File: src/rtl/tick_serializer.sv
`default_nettype none
// +----------------------------------------------------------------------------+
// | Module      : tick_serializer                                              |
// | Description : Parallel-to-serial shifter paced by an external bit tick.    |
// |               Optional even parity bit: define TICK_SERIALIZER_PARITY_EN.  |
// | Revision    : 1.0  initial release                                         |
// +----------------------------------------------------------------------------+
module tick_serializer #(
  parameter int WIDTH     = 8,
  parameter int LSB_FIRST = 0
) (
  input  logic             clk,
  input  logic             r,
  input  logic             tick,
  input  logic             load,
  input  logic [WIDTH-1:0] d,
  output logic             ready,
  output logic             busy,
  output logic             so,
  output logic             done,
  output logic [WIDTH-1:0] q
);

  localparam int              CNT_W    = $clog2(WIDTH);
  localparam logic [CNT_W-1:0] CNT_LAST = CNT_W'(WIDTH - 1);

  typedef enum logic [1:0] {
    S_IDLE  = 2'd0,
    S_SHIFT = 2'd1,
`ifdef TICK_SERIALIZER_PARITY_EN
    S_PAR   = 2'd2,
`endif
    S_DONE  = 2'd3
  } state_t;

  state_t           state_q, state_d;
  logic [WIDTH-1:0] shreg_q, shreg_d;
  logic [CNT_W-1:0] cnt_q, cnt_d;
`ifdef TICK_SERIALIZER_PARITY_EN
  logic             parity_q, parity_d;
`endif

  logic [WIDTH-1:0] shifted;
  logic             data_bit;

  // The output end of the register is fixed by bit order; zeros enter the other end.
  if (LSB_FIRST != 0) begin : g_lsb_first
    assign shifted  = {1'b0, shreg_q[WIDTH-1:1]};
    assign data_bit = shreg_q[0];
  end else begin : g_msb_first
    assign shifted  = {shreg_q[WIDTH-2:0], 1'b0};
    assign data_bit = shreg_q[WIDTH-1];
  end

  always_comb begin
    state_d  = state_q;
    shreg_d  = shreg_q;
    cnt_d    = cnt_q;
`ifdef TICK_SERIALIZER_PARITY_EN
    parity_d = parity_q;
`endif
    case (state_q)
      S_IDLE: begin
        if (load) begin
          shreg_d  = d;
          cnt_d    = '0;
`ifdef TICK_SERIALIZER_PARITY_EN
          parity_d = ^d;
`endif
          state_d  = S_SHIFT;
        end
      end
      S_SHIFT: begin
        if (tick) begin
          shreg_d = shifted;
          // Counter saturates on the last bit so it never wraps.
          if (cnt_q == CNT_LAST) begin
`ifdef TICK_SERIALIZER_PARITY_EN
            state_d = S_PAR;
`else
            state_d = S_DONE;
`endif
          end else begin
            cnt_d = cnt_q + CNT_W'(1);
          end
        end
      end
`ifdef TICK_SERIALIZER_PARITY_EN
      S_PAR: begin
        if (tick) begin
          state_d = S_DONE;
        end
      end
`endif
      S_DONE: begin
        state_d = S_IDLE;
      end
      default: begin
        state_d = S_IDLE;
      end
    endcase
  end

  always_comb begin
    ready = 1'b0;
    busy  = 1'b0;
    done  = 1'b0;
    so    = 1'b1;
    case (state_q)
      S_IDLE: begin
        ready = 1'b1;
      end
      S_SHIFT: begin
        busy = 1'b1;
        so   = data_bit;
      end
`ifdef TICK_SERIALIZER_PARITY_EN
      S_PAR: begin
        busy = 1'b1;
        so   = parity_q;
      end
`endif
      S_DONE: begin
        done = 1'b1;
      end
      default: begin
        so = 1'b1;
      end
    endcase
  end

  assign q = shreg_q;

  always_ff @(posedge clk or posedge r) begin
    if (r) begin
      state_q  <= S_IDLE;
      shreg_q  <= '0;
      cnt_q    <= '0;
`ifdef TICK_SERIALIZER_PARITY_EN
      parity_q <= 1'b0;
`endif
    end else begin
      state_q  <= state_d;
      shreg_q  <= shreg_d;
      cnt_q    <= cnt_d;
`ifdef TICK_SERIALIZER_PARITY_EN
      parity_q <= parity_d;
`endif
    end
  end

  a_ready_busy_excl: assert property (@(posedge clk) disable iff (r) !(ready && busy));
  a_done_single:     assert property (@(posedge clk) disable iff (r) done |=> !done);
  a_cnt_range:       assert property (@(posedge clk) disable iff (r) cnt_q <= CNT_LAST);

endmodule
`default_nettype wire

File: config.mk
export PLATFORM = sky130hd
export DESIGN_NAME = tick_serializer
export DESIGN_NICKNAME = d
export VERILOG_FILES = /design/src/rtl/tick_serializer.sv
export SDC_FILE = /design/constraint.sdc
export NUM_CORES = 1
export LEC_CHECK = 0
export ABC_CLOCK_PERIOD_IN_PS = 1900
export CORE_UTILIZATION = 44
export CTS_CLUSTER_DIAMETER = 50
export DETAILED_ROUTE_END_ITERATION = 12
export PLACE_DENSITY = 0.76
export SLEW_MARGIN = 20
export SYNTH_ARGS = -nofsm -noshare
export SYNTH_HDL_FRONTEND = slang
export SYNTH_SLANG_ARGS = --single-unit
export TNS_END_PERCENT = 1
File: constraint.sdc
create_clock -name clk -period 1.9 [get_ports clk]
set_input_delay 0.285 -clock clk [delete_from_list [all_inputs] [get_ports clk]]
set_output_delay 0.285 -clock clk [all_outputs]
set_load 0.05 [all_outputs]
Yosys cells after proc, flatten, opt, wreduce, memory -nomap -nowiden
Cells that the tools add are included.
{"block": "op_classes", "addsub": 1, "n_mul": 0, "div": 0, "order_cmp": 0, "n_eq_ne": 7, "shift": 0, "muxes": 15, "bitwise_logic": 0, "reduce_logical": 5}
{"operator": "2-to-1 mux 8 bit", "n": 2}
{"operator": "case mux 8 bit (2 select lines)", "n": 1}
{"operator": "2-to-1 mux 3 bit", "n": 3}
{"operator": "inequality test 2 bit, second input constant", "n": 4}
{"operator": "2-to-1 mux 2 bit", "n": 3}
{"operator": "case mux 3 bit (2 select lines)", "n": 1}
{"operator": "AND reduction 3 bit", "n": 2}
{"operator": "2-to-1 mux 1 bit", "n": 4}
{"operator": "case mux 2 bit (2 select lines)", "n": 1}
{"operator": "AND reduction 4 bit", "n": 1}
{"operator": "adder 3 x 1 -> 3 bit, second input constant", "n": 1}
{"operator": "equality test 3 bit, second input constant", "n": 1}
{"operator": "equality test 2 x 1 -> 1 bit, second input constant", "n": 1}
{"operator": "equality test 2 bit, second input constant", "n": 1}
{"operator": "zero test 2 bit", "n": 1}
{"operator": "nonzero test 2 bit", "n": 1}
{"block": "word_totals", "register_bits": 13, "latchBits": 0, "ram_bits": 0, "romBits": 0, "in_bits": 12, "output_inout_bits": 12, "elab_cells": 31, "mem_count": 0}

Logic depth before layout (Yosys ltp)
{"block": "logic_depth", "depth_word": 4, "depth_mapped": 5, "mapped_depth_nobuf": 5}

Worst setup path after synthesis
Ideal clock, no wire load.
{"block": "synth_path", "kind": "reg-to-output", "startpoint": "register state_q[1]", "endpoint": "output done", "arrival_time_ns": 1.160, "t_required_ns": 1.615, "setup_slack_ns": 0.455, "stages_incl_launch_ff": 4, "n_path_buf": 1, "cell_sequence": "dfrtp_1 buf_6 inv_1 nor2_1"}
{"block": "synth_via", "elab_chain_cells": 2}
{"element": "from (decl)", "line": "36", "rtl": "state_t state_q, state_d;"}
{"element": "from (signal assigned)", "line": "143", "rtl": "state_q <= state_d;"}
{"element": "equality test 2 bit", "line": "109", "rtl": "case (state_q)"}
{"element": "2-to-1 mux 1 bit", "line": "109"}
{"element": "to (decl)", "line": "20", "rtl": "output logic done,"}
Every way passes these cells.

Worst setup path after layout
{"block": "layout_path", "startpoint": "register state_q[0]", "endpoint": "output so"}
{"block": "layout_via", "elab_chain_cells": 2}
{"element": "equality test 2 x 1 -> 1 bit", "line": "109"}
{"element": "2-to-1 mux 1 bit", "line": "109"}
{"element": "to (decl)", "line": "19", "rtl": "output logic so,"}
Every way passes these cells.

==> reports/results.txt <==
The flow ran to the end, but the final reports show violations. The final reports fail on design-rule violations. The net count of the mapped netlist was 73. The worst register-to-register path ends at cnt_q[2]$_DFFE_PP0P_. The kind of launch point of the worst setup path is a register.

For the number of global-route vias before repair, the log shows 491. After the last flow step, the layout net total stands at 99. The library cell used most frequently in the layout, excluding fill and tap cells, is sky130_fd_sc_hd__clkdlybuf4s50_1. Type of the most critical hold path: in -> async. The die is 43.75 um wide. Synthesis produced a netlist whose cell count is 59.

The number of different library cells used by synthesis comes to 16. For this design the static power due to leakage is 0.4978 nW. The delay of the slowest critical-path stage is 540 ps. The synthesized netlist occupies a cell area of 767.0 um2. Clock root buffer master: sky130_fd_sc_hd__clkbuf_4. The kind of critical path was reg -> out. Global routing consumed, over all layers together, 16.65% of the routing resources. Setup violations remaining at the end of the flow were counted as 0.

The xor and xnor area share after synthesis was 0%. Derived from the worst setup path, the maximum achievable clock frequency is 0.5633 GHz. The repair_antennas step left the layout with diodes totalling 0. Max-cap violations in this run came to 0.

For the worst-skew pair, the clock arrives at the later sink with an insertion delay of 270 ps. Clock tree synthesis inserted a total of 3 buffers. The number of max-slew violations in the final report came out at 0. Between clock sinks in the finished design, the worst skew comes to 5.935 ps. The run gives 14 as the pin count of the biggest net entering global routing. Summed over all nets, the switching power comes to 0.0006702 W. Walking the worst path, the cells encountered are nand2b_4 > or2_2 > buf_4. The fraction of power spent switching nets came out at 42.44%. For this block, the routed nets add up to 1.399 mm of wire. Counting flops and latches in the post-synthesis netlist gives 13. The floorplan step defined a die boundary enclosing 1914 um2.

Chip height: 43.75 um. The worst pin sits at a relative slew slack of 66.16%. The sequential cell area fraction in the yosys report is 42.41%, and the adder-cell share of the synthesized area is 3.263%.

The number of search-and-repair iterations in the first detailed-routing pass is 8, and the DRC violation total after the first TritonRoute iteration is 8. The count of boundary I/O pins is 24. TritonCTS built the clock tree. Slowest cell on the critical path: sky130_fd_sc_hd__dfrtp_1.

The complex-gate fraction of the synthesized area came out at 6.525%. From synthesis to final layout, the design area changed by 34.58%. Count of buffering cells on the critical path with inverters included: 1.

By area, the combinational part of the netlist is dominated by multiplexers. For the worst setup path, the data arrival time is 1490 ps. Of the cells placed in the final design, the portion with a size suffix greater than 1 is 30.95%. The number of antenna violations at the first check in global routing was 0; the aggregate negative setup slack was 0 ps.

Dividing the detail-routed wire length by the instance count gives 13.99 um. The area inside the core boundary came out at 1559 um2. The first global-routing pass estimated 2.290 mm of wire. The simple-gate share of the synthesized area is 11.42%. The logs give 0 for the number of buffers added for setup after CTS and 0.8651 mV for the highest ir drop seen on vdd. The nature of the critical path endpoint was a primary output. Mux share of post-synthesis cell area: 30.02%. The count of nets left with antenna violations once routing finished came out at 0.

The post-cts repair resize count came out at 0. The longest clock path from root to sink contains 2 buffers. Clock slew seen by the registers of the worst setup and hold paths: 90 ps.

The DRC violations left was 1; the number of I/O port buffers was 23. In this run the worst path has a maximum fanout of 9. For flop-to-flop paths, the worst setup slack is 350 ps. The HPWL after detailed placement was 1.036 mm; the average footprint of a synthesized cell was 13.00 um2.

Per report_power, the clock group accounts for 11.0% of the total. The initial utilization of the core area, before any placement, comes to 49.20%. The source of the worst register-to-register timing path is cnt_q[0]$_DFFE_PP0P_. The slew of the pin with the lowest slew margin works out to 506.0 ps.

Grouping stages by cell kind, the critical path spends the most delay in flip-flops. The congestion estimate from routability-driven global placement came to 0.8309. After layout, the minimum clock period comes to 1775 ps. Setup repair after global routing left no endpoint under its margin. In the layout the commonest cells are sky130_fd_sc_hd__clkdlybuf4s50_1 (19), sky130_fd_sc_hd__mux2_4 (14), sky130_fd_sc_hd__dfrtp_1 (13). The tree built by TritonCTS fans out to 13 sinks. The number of cells on the worst reg-to-reg path is 5.

Combinational logic burns 60.3% of the power. The number of core rows was 14; the overall power after layout was 0.001579 W. The count of hold-fix buffers inserted at cts is 0, and the total count of hold-check failures in the final report is 0. The final critical path takes up 93.43% of the cycle. For the worst setup path, the data required time is 1620 ps.

For this block, the via count after detailed routing is 529. Power spread over the standard cell area amounts to 1530 nW/um2. The vias per cell was 5.290; the number of warnings printed during yosys synthesis was 0.

The leftover overflow at the end of global routing is 0, and the sequential group share of total power is 28.7%. The internal power contribution is 0.0009088 W. The number of H-tree levels was 1.
final cells by class:
class / count / area, um2
clock buffer: 4 / 26.28
fill: 122 / 526.8
inverter: 4 / 15.01
multi-input combinational: 39 / 392.9
sequential: 13 / 325.3
tap: 16 / 20.02
timing repair buffer: 24 / 252.7
worst max path at each step:
stage	start	cells after the start	slack, ps	end
finish	state_q[0]$_DFFE_PP0P_	3	120	so
global route	state_q[0]$_DFFE_PP0P_	3	40	so
CTS	state_q[0]$_DFFE_PP0P_	3	120	so
global placement	load	4	220	q[2]$_DFFE_PP0P_
floorplan	state_q[1]$_DFFE_PP0P_	3	450	done
detailed placement	load	4	180	q[3]$_DFFE_PP0P_
cell usage after synthesis:
cell type | number | area [um2]
sky130_fd_sc_hd__and4bb_2 | 1 | 12.51
sky130_fd_sc_hd__or2_2 | 1 | 6.260
sky130_fd_sc_hd__nor2b_1 | 3 | 18.77
sky130_fd_sc_hd__nand2b_4 | 1 | 13.76
sky130_fd_sc_hd__mux2i_1 | 2 | 20.02
sky130_fd_sc_hd__a31oi_1 | 2 | 12.51
sky130_fd_sc_hd__a22o_1 | 2 | 17.52
sky130_fd_sc_hd__and3_1 | 1 | 6.260
sky130_fd_sc_hd__ha_1 | 2 | 25.02
sky130_fd_sc_hd__o21ai_0 | 4 | 20.02
sky130_fd_sc_hd__mux2_4 | 14 | 210.2
sky130_fd_sc_hd__nor2_1 | 5 | 18.77
sky130_fd_sc_hd__dfrtp_1 | 13 | 325.3
sky130_fd_sc_hd__buf_6 | 3 | 33.78
sky130_fd_sc_hd__nor2_4 | 1 | 11.26
sky130_fd_sc_hd__inv_1 | 4 | 15.01
power groups by stage:
stage	Sequential [W]	Clock [W]	Combinational (W)
finish	0.000454	0.000174	0.000951
global route	0.000465	0.000192	0.00101
CTS	0.000453	0.000181	0.000959
detailed placement	0.000458	0	0.000957
global placement	0.000455	0	0.000941
floorplan	0.000623	0	0.000544
state kept, by name, indices dropped and copies added (netlist names):
name     flops
cnt_q        3
q            8
state_q      2
per-layer routing:
layer | wire length (um) | track usage [%]
met1 | 667 | 24.93
met2 | 684 | 22.69
met3 | 38 | 3.750
met4 | 9 | 7.500
met5 | 0 | 0
kinds of logic after synthesis:
| kind of cell | after synthesis |
|---|---|
| AO/OA/AOI/OAI | 8 |
| adder cells (fa/ha/maj) | 2 |
| buffers and inverters | 7 |
| flip-flops | 13 |
| multiplexers | 16 |
| AND/OR/NAND/NOR | 13 |
stage by stage:
step	hold slack, ps	setup WS (ps)	area (um2)	cells	utilization, %
floorplan	162.0	454.6	767.0	59	-
CTS	344.5	120.2	1032	100	66.21
detailed placement	496.6	184.1	1006	96	64.53
finish	329.8	124.9	1032	100	66.21
global placement	492.3	215.7	1006	96	64.53
global route	369.8	42.49	1032	100	66.21
Note: power is estimated with default switching activity, not from simulation.
